--- src/rtl/hazard_scoreboard.sv ---
// Hazard and forwarding controller for the decode stage.
// Tracks in-flight register writes over DEPTH post-decode stages and derives
// forward selects, stall/flush/bubble controls and saturating event counters.
module hazard_scoreboard #(
  parameter int unsigned REG_AW     = 5,
  parameter int unsigned DEPTH      = 3,
  parameter int unsigned LOAD_STAGE = 1,
  parameter int unsigned CNT_W      = 32,
  parameter int unsigned FW         = $clog2(DEPTH + 1)
) (
  input  logic              clk,
  input  logic              rst,
  input  logic              dec_valid,
  input  logic [REG_AW-1:0] dec_rs,
  input  logic [REG_AW-1:0] dec_rt,
  input  logic              dec_use_rs,
  input  logic              dec_use_rt,
  input  logic              dec_reg_write,
  input  logic [REG_AW-1:0] dec_dest,
  input  logic              dec_is_load,
  input  logic              branch_taken,
  input  logic              ext_flush,
  output logic              stall_f,
  output logic              stall_d,
  output logic              flush_d,
  output logic              flush_e,
  output logic [FW-1:0]     fwd_a,
  output logic [FW-1:0]     fwd_b,
  output logic [CNT_W-1:0]  stall_cnt,
  output logic [CNT_W-1:0]  flush_cnt
);

  // Entry 0 = execute ... entry DEPTH-1 = writeback.
  logic [DEPTH-1:0]             valid_q, valid_d;
  logic [DEPTH-1:0][REG_AW-1:0] dest_q,  dest_d;
  logic [DEPTH-1:0]             load_q,  load_d;
  logic [CNT_W-1:0]             stall_cnt_q, stall_cnt_d;
  logic [CNT_W-1:0]             flush_cnt_q, flush_cnt_d;

  logic haz_a, haz_b, stall;

  // Returns {hazard, fwd}: the youngest matching entry decides both, so an
  // unavailable young load blocks forwarding from an older matching entry.
  function automatic logic [FW:0] lookup(
    input logic                         use_s,
    input logic [REG_AW-1:0]            src,
    input logic [DEPTH-1:0]             valid_v,
    input logic [DEPTH-1:0][REG_AW-1:0] dest_v,
    input logic [DEPTH-1:0]             load_v
  );
    logic          found;
    logic          haz;
    logic [FW-1:0] fwd;
    found = 1'b0;
    haz   = 1'b0;
    fwd   = '0;
    if (use_s && (src != '0)) begin
      for (int unsigned k = 0; k < DEPTH; k++) begin
        if (!found && valid_v[k] && (dest_v[k] == src)) begin
          found = 1'b1;
          if (load_v[k] && (k < LOAD_STAGE)) haz = 1'b1;
          else                               fwd = FW'(k + 1);
        end
      end
    end
    return {haz, fwd};
  endfunction

  // Forward selects and pipeline control from state plus decode fields.
  always_comb begin
    {haz_a, fwd_a} = lookup(dec_use_rs, dec_rs, valid_q, dest_q, load_q);
    {haz_b, fwd_b} = lookup(dec_use_rt, dec_rt, valid_q, dest_q, load_q);
    stall   = dec_valid & (haz_a | haz_b) & ~ext_flush;
    stall_f = stall;
    stall_d = stall;
    flush_e = stall | ext_flush;
    // A stalled branch resolved on stale operands, so it is not honoured.
    flush_d = ext_flush | (branch_taken & dec_valid & ~stall);
  end

  // Next entry contents: shift toward writeback, bubble on flush_e.
  always_comb begin
    valid_d    = '0;
    dest_d     = '0;
    load_d     = '0;
    valid_d[0] = ~flush_e & dec_valid & dec_reg_write & (dec_dest != '0);
    dest_d[0]  = dec_dest;
    load_d[0]  = dec_is_load;
    for (int unsigned k = 1; k < DEPTH; k++) begin
      valid_d[k] = valid_q[k-1];
      dest_d[k]  = dest_q[k-1];
      load_d[k]  = load_q[k-1];
    end
  end

  // Saturating event counters.
  always_comb begin
    stall_cnt_d = stall_cnt_q;
    flush_cnt_d = flush_cnt_q;
    if (stall && (stall_cnt_q != '1))   stall_cnt_d = stall_cnt_q + 1'b1;
    if (flush_d && (flush_cnt_q != '1)) flush_cnt_d = flush_cnt_q + 1'b1;
  end

  // State registers with asynchronous reset.
  always_ff @(posedge clk or posedge rst) begin
    if (rst) begin
      valid_q     <= '0;
      dest_q      <= '0;
      load_q      <= '0;
      stall_cnt_q <= '0;
      flush_cnt_q <= '0;
    end else begin
      valid_q     <= valid_d;
      dest_q      <= dest_d;
      load_q      <= load_d;
      stall_cnt_q <= stall_cnt_d;
      flush_cnt_q <= flush_cnt_d;
    end
  end

  assign stall_cnt = stall_cnt_q;
  assign flush_cnt = flush_cnt_q;

endmodule

--- config.mk ---
export PLATFORM = sky130hd
export DESIGN_NAME = hazard_scoreboard
export DESIGN_NICKNAME = d
export VERILOG_FILES = /design/src/rtl/hazard_scoreboard.sv
export SDC_FILE = /design/constraint.sdc
export NUM_CORES = 1
export LEC_CHECK = 0
export BUFFER_PORTS_ARGS = -buffer_cell sky130_fd_sc_hd__buf_2
export CORE_ASPECT_RATIO = 0.7
export CORE_UTILIZATION = 58
export DETAILED_ROUTE_END_ITERATION = 6
export HOLD_SLACK_MARGIN = 0.08
export PLACE_DENSITY = 0.81
export SYNTH_ARGS = -nofsm -noshare
export SYNTH_HDL_FRONTEND = slang
export SYNTH_SLANG_ARGS = --single-unit
export TNS_END_PERCENT = 20
--- constraint.sdc ---
create_clock -name clk -period 4.8 [get_ports clk]
set_clock_uncertainty 0.1 [all_clocks]
set_input_delay 0.96 -clock clk [delete_from_list [all_inputs] [get_ports clk]]
set_output_delay 0.96 -clock clk [all_outputs]
set_load 0.05 [all_outputs]
==> summary.txt <==
Outcome
  – Status: finished clean

Global routing
  – Largest net degree at the start of global routing: 43
  – Initial antenna violation count: 0
  – First-pass GRT wire length: 16.3 mm
  – Total GRT Usage: 27.4%
  – Gr ovfl total: 0
  – Vias in the first global route: 3,221

STA
  – Endpoints failing setup: 0
  – Max_slew headroom: 47.9%
  – Hold Fails Final Rpt: 0
  – Crit share post-route: 86.4%
  – Slew @ Worst Pin: 0.782 ns
  – Final slew viol count: 0
  – Min Tclk post-route: 4.15 ns
  – Unrepaired setup endpoints after global routing: false
  – Setup TNS Final: 0 ns
  – Max Clock Freq: 241 MHz

Logic synthesis
  – Post-synthesis adder-cell area fraction: 0.586%
  – Largest family of logic cells by synthesized area: simple AND/OR/NAND/NOR gates
  – Yosys top cell by area: dfrtp_1
  – Post-Synthesis Cells: 394
  – Post-synth top area share: 48.7%
  – Mux cell area share after synthesis: 1.06%
  – Synth Area in XOR/XNOR: 18.3%
  – Synth Area in Compound Gates: 6.92%
  – Number of distinct library cells after synthesis: 43
  – Synth Register Bits: 83
  – Post-synthesis sequential area ratio: 48.7%
  – Syn avg cell area: 10.8 sq um
  – Syn Nets: 420
  – Largest cells by area after synthesis: dfrtp_1, xor2_1, xnor2_1
  – Synth Area in Simple Gates: 22.0%
  – Synthesis Warnings: 0
  – Cell Area, Synth: 4270 sq um

Clock tree
  – Clock transition at the registers of the reported paths: 0.08 ns
  – Number of buffers created by CTS: 9
  – Num Clock Sinks: 83
  – Clk buf depth: 2
  – Worst-Skew Late Latency: 0.35 ns
  – CTS Hold Bufs: 0
  – CTS H-tree depth: 3
  – CTS Root Cell: clkbuf_8
  – CTS tree: yes
  – Post-CTS Setup Inserts: 0
  – # resized after CTS: 0

Floorplan
  – Die span in y: 73.8 um
  – Die Wd: 105 um
  – Rows: 25
  – Ports: 96
  – Die ar.: 7710 sq um
  – CORE AREA: 6940 sq um
  – Starting Density: 61.5%

Route
  – Via count: 3,437
  – WL final: 9.86 mm
  – Residual DRC count: 0
  – DR pass1 iterations: 5
  – Routed WL per cell: 16.8 um
  – Post-route ant nets: 0
  – Iter 0 DRT Violations: 227
  – Vias per cell: 5.85

Layout
  – Nets@finish: 517
  – Filler cell count: 535
  – Layout area overhead: 17.5%
  – Layout Cells excl Fill: 588
  – Share of layout cells above drive strength 1: 27.3%
  – N_diodes: 0

Run
  – Max Cap Viol: 0

Critical path
  – Crit start category: input pin
  – Crit end category: output pin
  – Path depth of the worst reg2reg path: 7
  – Crit path kind: input pin to output pin
  – Crit-path max FO: 15
  – Worst EP required: 3.74 ns
  – Critical path arrival: 3.09 ns

Placed design
  – Port Buffers: 95
  – Placed cells: 574
  – Final HPWL DP: 7.17 mm
  – GP Congestion: 0.865

Power
  – Power Density: 361 nW/um^2
  – Worst IR Drop VDD: 0.324 mV
  – Leakage: 2.28 nW

Hold path
  – Hold path depth: 0
  – Worst Hold Class: flip-flop to flip-flop
cell type report:
class                           instances  area, sq um  share of cell area (%)
Clock buffer                           12          145                    2.89
Clock inverter                          2         37.5                   0.748
Inverter                               12         46.3                   0.923
Multi-Input combinational cell        286         2090                    41.6
Sequential cell                        83         2080                    41.4
Tap cell                               94          118                    2.34
Timing Repair Buffer                   99          505                    10.1
cells by family (layout without fill, tap and decap cells):
kind of cell / after synthesis / count (layout)
fa+ha+maj: 2 / 2
simple gates: 164 / 164
flops: 83 / 83
mux: 4 / 4
compound gates: 27 / 27
xor+xnor: 89 / 89
buf+inv: 25 / 125
sequential cells by signal (all words and copies together) (netlist names):
signal / flops
dest_d: 10
dest_q: 5
flush_cnt: 32
load_q: 1
stall_cnt: 32
valid_q: 3
final timing paths:
| kind | slack, ns | endpoint | from |
|---|---|---|---|
| worst max-delay path | 0.65 | flush_d | dec_rs[1] |
| worst min-delay path | 0.33 | valid_q[2]$_DFF_PP0_ | valid_q[1]$_DFF_PP0_ |
| worst max register to register | 1.79 | flush_cnt[11]$_DFFE_PP0P_ | flush_cnt[10]$_DFFE_PP0P_ |
| worst min register to register | 0.33 | valid_q[2]$_DFF_PP0_ | valid_q[1]$_DFF_PP0_ |
| max in group asynchronous | 3.01 | dest_d[9]$_DFF_PP0_ | rst |
| min in group asynchronous | 0.61 | flush_cnt[4]$_DFFE_PP0P_ | rst |
metrics by stage:
| step | instance area [sq um] | hold WS (ns) | total power, mW | setup slack (ns) | util, % |
|---|---|---|---|---|---|
| final | 5020 | 0.326 | 1.81 | 0.653 | 72.3 |
| after floorplan | 4270 | 0.273 | 1.21 | 0.785 | - |
| after global placement | 4830 | 0.302 | 1.33 | 0.726 | 69.6 |
| after detailed placement | 4830 | 0.299 | 1.34 | 0.677 | 69.6 |
| after global routing | 5020 | 0.345 | 1.88 | 0.572 | 72.3 |
| after CTS | 5020 | 0.316 | 1.82 | 0.668 | 72.3 |
routing by layer:
layer  vias up  part of all wire (%)  track usage (%)
li1       1603                     -                -
met1      1708                    47             38.8
met2       122                    46             42.7
met3         4                   7.1             5.94
met4         0                  0.62             8.57
met5         -                     0                0
synth_stat cells (all sizes together):
| library cell | number |
|---|---|
| dfrtp | 83 |
| xor2 | 52 |
| xnor2 | 37 |
| nand2 | 28 |
| nor4 | 24 |
| nand3 | 22 |
| nand4 | 22 |
| inv | 12 |
| nor3 | 11 |
| a2111oi | 9 |
| nor2 | 9 |
| and3 | 8 |
| buf | 7 |
| o21ai | 7 |
| clkbuf | 6 |
| nand2b | 6 |
| or4 | 6 |
| or2 | 5 |
| or3 | 5 |
| and2 | 4 |
| and4 | 4 |
| mux2 | 4 |
| nor4b | 4 |
| nor2b | 3 |
| a211oi | 2 |
| a21oi | 2 |
| a31oi | 2 |
| and4b | 2 |
| ha | 2 |
| o211ai | 2 |
| a31o | 1 |
| nor3b | 1 |
| o21ba | 1 |
| o31a | 1 |
power breakdown:
| group | switching, mW | internal (mW) | total, mW |
|---|---|---|---|
| sequential | 0.0826 | 0.768 | 0.851 |
| clock | 0.231 | 0.250 | 0.481 |
| combinational | 0.358 | 0.124 | 0.482 |
| total | 0.671 | 1.14 | 1.81 |
cell usage in the layout (no fill, tap or decap), types with 2 or more instances in the layout:
cell type,count
nand2_1,28
a2111oi_2,6
a21oi_1,2
nor3_1,11
nor4b_1,4
xor2_1,52
o21ai_0,4
nand3_1,22
ha_1,2
o211ai_1,2
o21ai_2,2
buf_4,4
and3_1,8
inv_1,9
mux2_1,4
clkbuf_1,2
nor4_1,23
inv_2,2
and2_1,4
nor2b_1,3
nand4_1,22
or3_1,4
a31oi_1,2
a2111oi_4,3
nand2b_1,6
buf_2,95
or4_1,6
and4_1,4
or2_2,5
nor2_1,9
dfrtp_1,83
clkbuf_8,10
xnor2_1,37
a211oi_1,2
worst max-delay path, stage by stage:
cell and delay, ns:
buf_2 0.13, or4_1 0.53, o21ai_2 0.20, and4b_1 0.26, o31a_1 0.49, inv_2 0.21
buf_2 0.29
Note: power is estimated with default switching activity, not from simulation.
